==> src/rtl/dmem_port_arbiter.sv <==
// Data-RAM port arbiter: CPU load/store path has priority; Ethernet receive bytes are
// buffered in a small FIFO and written into a circular window, with frame length reporting.
module dmem_port_arbiter #(
  parameter logic [7:0] ETH_BASE   = 8'hF0,
  parameter int         ETH_WIN    = 16,
  parameter int         FIFO_DEPTH = 4
) (
  input  logic       clk,
  input  logic       rst,
  input  logic       i_cpu_req,
  input  logic       i_cpu_we,
  input  logic [7:0] i_cpu_addr,
  input  logic [7:0] i_cpu_wdata,
  output logic       o_cpu_stall,
  input  logic       i_eth_valid,
  input  logic [7:0] i_eth_data,
  input  logic       i_eth_sof,
  input  logic       i_eth_eof,
  output logic       o_eth_ready,
  output logic [7:0] o_mem_addr,
  output logic [7:0] o_mem_wdata,
  output logic       o_mem_wren,
  output logic       o_frame_done,
  output logic [7:0] o_frame_len,
  output logic       o_frame_ovf,
  output logic [1:0] o_dbg_state
);

  // Handshake: an Ethernet byte transfers on a cycle where i_eth_valid and o_eth_ready
  // are both high; o_eth_ready never depends on i_eth_valid.

  localparam int WPW = $clog2(ETH_WIN);
  localparam int AW  = $clog2(FIFO_DEPTH);
  localparam int CW  = AW + 1;

  typedef enum logic [1:0] {S_IDLE, S_FRAME, S_FLUSH, S_DONE} state_t;

  state_t         r_state;
  state_t         w_state_nxt;
  logic [7:0]     r_fifo [FIFO_DEPTH];
  logic [AW-1:0]  r_rd_ptr;
  logic [AW-1:0]  r_wr_ptr;
  logic [CW-1:0]  r_fcnt;
  logic [WPW-1:0] r_wp;
  logic [7:0]     r_bcnt;
  logic           r_ovf;
  logic [7:0]     r_frame_len;
  logic           r_frame_ovf;

  logic w_full;
  logic w_pend;
  logic w_accept;
  logic w_push;
  logic w_restart;
  logic w_cpu_gnt;
  logic w_eth_gnt;

  assign w_full   = (r_fcnt == CW'(FIFO_DEPTH));
  assign w_pend   = (r_fcnt != '0);
  assign o_eth_ready = (r_state == S_IDLE) || ((r_state == S_FRAME) && !w_full);
  assign w_accept = i_eth_valid && o_eth_ready;

  always_comb begin
    w_state_nxt  = r_state;
    w_push       = 1'b0;
    w_restart    = 1'b0;
    o_frame_done = 1'b0;
    case (r_state)
      S_IDLE: begin
        // Bytes arriving outside a frame are dropped until a start-of-frame shows up.
        if (w_accept && i_eth_sof) begin
          w_push      = 1'b1;
          w_restart   = 1'b1;
          w_state_nxt = i_eth_eof ? S_FLUSH : S_FRAME;
        end
      end
      S_FRAME: begin
        if (w_accept) begin
          w_push    = 1'b1;
          w_restart = i_eth_sof;
          if (i_eth_eof) w_state_nxt = S_FLUSH;
        end
      end
      S_FLUSH: begin
        if (!w_pend) w_state_nxt = S_DONE;
      end
      S_DONE: begin
        o_frame_done = 1'b1;
        w_state_nxt  = S_IDLE;
      end
      default: w_state_nxt = S_IDLE;
    endcase
  end

  always_ff @(posedge clk or posedge rst) begin
    if (rst) r_state <= S_IDLE;
    else     r_state <= w_state_nxt;
  end

  assign o_dbg_state = r_state;

  // A full FIFO steals the port for one cycle; the pop then frees a slot.
  assign w_cpu_gnt   = i_cpu_req && !(w_full && w_pend);
  assign w_eth_gnt   = w_pend && !w_cpu_gnt;
  assign o_cpu_stall = i_cpu_req && !w_cpu_gnt;

  always_comb begin
    o_mem_addr  = i_cpu_addr;
    o_mem_wdata = 8'h00;
    o_mem_wren  = 1'b0;
    if (w_cpu_gnt) begin
      o_mem_wdata = i_cpu_wdata;
      o_mem_wren  = i_cpu_we;
    end else if (w_eth_gnt) begin
      o_mem_addr  = ETH_BASE + {{(8-WPW){1'b0}}, r_wp};
      o_mem_wdata = r_fifo[r_rd_ptr];
      o_mem_wren  = 1'b1;
    end
  end

  always_ff @(posedge clk) begin
    if (w_push) r_fifo[w_restart ? '0 : r_wr_ptr] <= i_eth_data;
  end

  // A restart flushes whatever the aborted frame left queued.
  always_ff @(posedge clk or posedge rst) begin
    if (rst) begin
      r_rd_ptr <= '0;
      r_wr_ptr <= '0;
      r_fcnt   <= '0;
    end else if (w_restart) begin
      r_rd_ptr <= '0;
      r_wr_ptr <= AW'(1);
      r_fcnt   <= CW'(1);
    end else begin
      if (w_push)    r_wr_ptr <= r_wr_ptr + AW'(1);
      if (w_eth_gnt) r_rd_ptr <= r_rd_ptr + AW'(1);
      r_fcnt <= r_fcnt + CW'(w_push) - CW'(w_eth_gnt);
    end
  end

  always_ff @(posedge clk or posedge rst) begin
    if (rst) begin
      r_wp   <= '0;
      r_bcnt <= '0;
      r_ovf  <= 1'b0;
    end else if (w_restart) begin
      r_wp   <= '0;
      r_bcnt <= '0;
      r_ovf  <= 1'b0;
    end else if (w_eth_gnt) begin
      r_wp <= r_wp + WPW'(1);
      if (r_wp == WPW'(ETH_WIN - 1)) r_ovf <= 1'b1;
      if (r_bcnt != 8'hFF) r_bcnt <= r_bcnt + 8'h01;
    end
  end

  // Captured on the way into DONE so the result is visible alongside the pulse.
  always_ff @(posedge clk or posedge rst) begin
    if (rst) begin
      r_frame_len <= '0;
      r_frame_ovf <= 1'b0;
    end else if ((r_state == S_FLUSH) && !w_pend) begin
      r_frame_len <= r_bcnt;
      r_frame_ovf <= r_ovf;
    end
  end

  assign o_frame_len = r_frame_len;
  assign o_frame_ovf = r_frame_ovf;

endmodule

==> config.mk <==
export PLATFORM = sky130hd
export DESIGN_NAME = dmem_port_arbiter
export DESIGN_NICKNAME = d
export VERILOG_FILES = /design/src/rtl/dmem_port_arbiter.sv
export SDC_FILE = /design/constraint.sdc
export NUM_CORES = 1
export LEC_CHECK = 0
export BUFFER_PORTS_ARGS = -buffer_cell sky130_fd_sc_hd__buf_2
export CORE_MARGIN = 1
export CORE_UTILIZATION = 49
export CTS_BUF_LIST = sky130_fd_sc_hd__clkbuf_8 sky130_fd_sc_hd__clkbuf_16
export CTS_CLUSTER_DIAMETER = 120
export DETAILED_ROUTE_END_ITERATION = 16
export PLACE_DENSITY = 0.82
export SYNTH_ARGS = -nofsm -noshare
export SYNTH_HDL_FRONTEND = slang
export SYNTH_SLANG_ARGS = --single-unit
==> constraint.sdc <==
create_clock -name clk -period 2.4 [get_ports clk]
set_input_delay 0.72 -clock clk [delete_from_list [all_inputs] [get_ports clk]]
set_output_delay 0.72 -clock clk [all_outputs]
set_load 0.05 [all_outputs]
==> run metrics <==
First-pass DRT Iterations 4; setup violation total in the final timing report 19; vias per cell approximately 5.5; grt total ovfl 0; Synth Warn # 0; layout cell share with drive strength beyond 1 between 50% and 60%; I/O Buffers 61; number of synthesized flops with an enable pin 32; clock slew at reported path FFs ~0.08 ns; Seq cells post-synth between 60 and 70; Leak about 1.9 nW; failing checks negative setup slack; Cell Rows 28; Mapped Cells between 200 and 250; hold crit path type in2async; Slew Limit Headroom 54.9%; io pins 62; first-pass GRT wire length between 10,000 and 15,000 um; Ant. Diodes 0; syn avg cell area 13.0 um2; final hold slack 0.438 ns; most common cell after layout, fill and taps aside buf_2; Worst Tran Pin Value 0.672 ns; most frequent cells in the layout 42 x buf_2, 32 x edfxtp_1, 30 x buf_4; starting density of the core about 50%; antenna viol nets, final 0; HPWL Detailed 4410 um; Critical Path RT 1.68 ns; CP arrival around 1.8 ns; Starting DRT DRC Count 138; Max Clock Freq 0.391 GHz; Register Area between 1500 and 2000 um2; Worst Clk Skew 0.00773 ns; leading area contributor after synthesis edfxtp_1; vias in the first global route 2,245; Main synth FF type edfxtp_1; routability cong. about 0.84; critical path capture point type output port; initial antenna violation count 0; total power roughly 5.6 mW; Pins Over Slew Limit 0; die height ~80 um; startpoint type of the worst setup path register; Yosys top cell area share between 30 and 40%; ys async rst share 49.2%; worst-path fanout max 5; DP Worst Slack -0.182 ns; CTS tree built; number of fillers in the final layout 395; Period minus WS final 2.56 ns; Worst Slack Setup Final -0.157 ns; floorplan core area ~5900 um2; Detailed Route WL 6970 um; Worst VDD drop approximately 0.00081 V; DRC errors left 0; pwr dens between 1000 and 1500 nW/um2; worst skew pair latency 0.35 ns; htree depth 3; sequential fraction of the synthesis area 58.1%; clock root buffer clkbuf_8; MaxCap Viol Count 0; RSZ-0062 raised after global routing true; GRT Total Usage 22.2%; status finished, violations left; period utilization 107%; setup_tns -2.07 ns; Post-Syn Area 2990 um2; total number of vias around 2.3k; multi-input logic area approximately 1300 um2; Synth-to-Final Area Change 40.1%; CTS sink cnt 63; per-cell routed wire length 16.9 um; Netlist cell types 49; largest cells by area after synthesis edfxtp_1 32%, dfrtp_1 26%, mux4_2 6.0%; final hold violations 0; maximum number of pins on one net before global-route repair 32; die area 6410 um2; critical path class reg2out; Finished Core Util 71.1%; CTS Buffer Depth 2; Synthesized Nets 270; Final nets about 370; CTS Buf Count 9; x dimension of the die ~80 um
==> registers in the layout, summed over array words and instances, names as in the netlist <==
name         cells
r_bcnt           8
r_fcnt           3
o_frame_ovf      1
o_dbg_state      2
r_ovf            1
r_rd_ptr         2
o_frame_len      8
r_wp             4
r_wr_ptr         2
r_fifo          32
==> layout make-up <==
type                       count  area share [%]
clock buffer                   9            2.96
clock inverter                 7            1.32
multi-input combinational    147            30.9
inverter                      10           0.957
timing repair buffer         101            20.0
tap                           75            2.24
sequential                    63            41.6
==> worst max-delay path, cell delays in order, from the launching register on <==
cell	delay, ns
dfrtp_2	0.46
nor3b_4	0.27
buf_4	0.17
nor2b_4	0.04
buf_6	0.13
a22o_2	0.26
buf_6	0.15
==> per-layer routing <==
layer	vias up	track usage [%]	part of all wire, %
li1	1061	-	-
met2	74	39.3	54
met5	-	0	0
met1	1100	25.2	40
met4	0	7.86	1.4
met3	16	7.05	4.7
==> per-stage QoR <==
step,cells,cell area (um2)
after global routing,412,4190
after detailed placement,379,3570
after global placement,379,3570
final,412,4190
after CTS,406,4010
after floorplan,230,3040
==> cells in the mapped netlist (2+ instances only) <==
master / number
mux4_2: 8
ha_1: 8
nand2_1: 25
clkbuf_2: 2
o31ai_1: 2
xnor2_1: 3
o21ai_0: 9
a21oi_1: 8
nor2_1: 14
mux2_2: 11
nand3_1: 5
xor2_1: 3
a22o_1: 8
nor3b_2: 2
mux2i_1: 3
inv_1: 9
or4_1: 2
buf_2: 5
nor2b_1: 2
nor3_1: 3
edfxtp_1: 32
or3_1: 7
a41oi_1: 2
clkbuf_1: 2
dfrtp_1: 31
==> worst paths after layout <==
check | start | to | slack, ns | cells after the start
max in group asynchronous | rst | r_fcnt[0]$_DFF_PP0_ | 1.65 | 3
min | rst | r_bcnt[6]$_DFFE_PP0P_ | 0.44 | 3
max | r_fcnt[1]$_DFF_PP0_ | o_mem_wdata[2] | -0.16 | 6
min reg2reg | o_frame_len[6]$_DFFE_PP0P_ | o_frame_len[6]$_DFFE_PP0P_ | 0.51 | 1
min in group clk | o_frame_len[6]$_DFFE_PP0P_ | o_frame_len[6]$_DFFE_PP0P_ | 0.51 | 1
max reg2reg | r_fcnt[0]$_DFF_PP0_ | r_fcnt[2]$_DFF_PP0_ | -0.06 | 13
==> kinds of logic after synthesis <==
logic type / Yosys count / share of synthesized area (%)
flops: 63 / 58.1
buf+inv: 20 / 2.93
simple gates: 72 / 13.3
compound gates: 38 / 8.71
fa+ha+maj: 9 / 4.02
xor+xnor: 6 / 1.76
mux: 22 / 11.2
==> repair_timing <==
action | in CTS | in global routing
pin swaps | 1 | 5
setup endpoints to repair | 19 | 20
cloned | 1 | 2
gates resized for setup | 52 | 26
hold buffers | 0 | 0
setup buffers | 10 | 5
==> where the power goes <==
group | total (mW) | switching [mW] | internal (mW)
registers | 1.60 | 0.244 | 1.36
clock network | 0.850 | 0.466 | 0.384
logic | 3.13 | 1.70 | 1.43
total | 5.58 | 2.41 | 3.17
(Power assumes the default switching activity.)
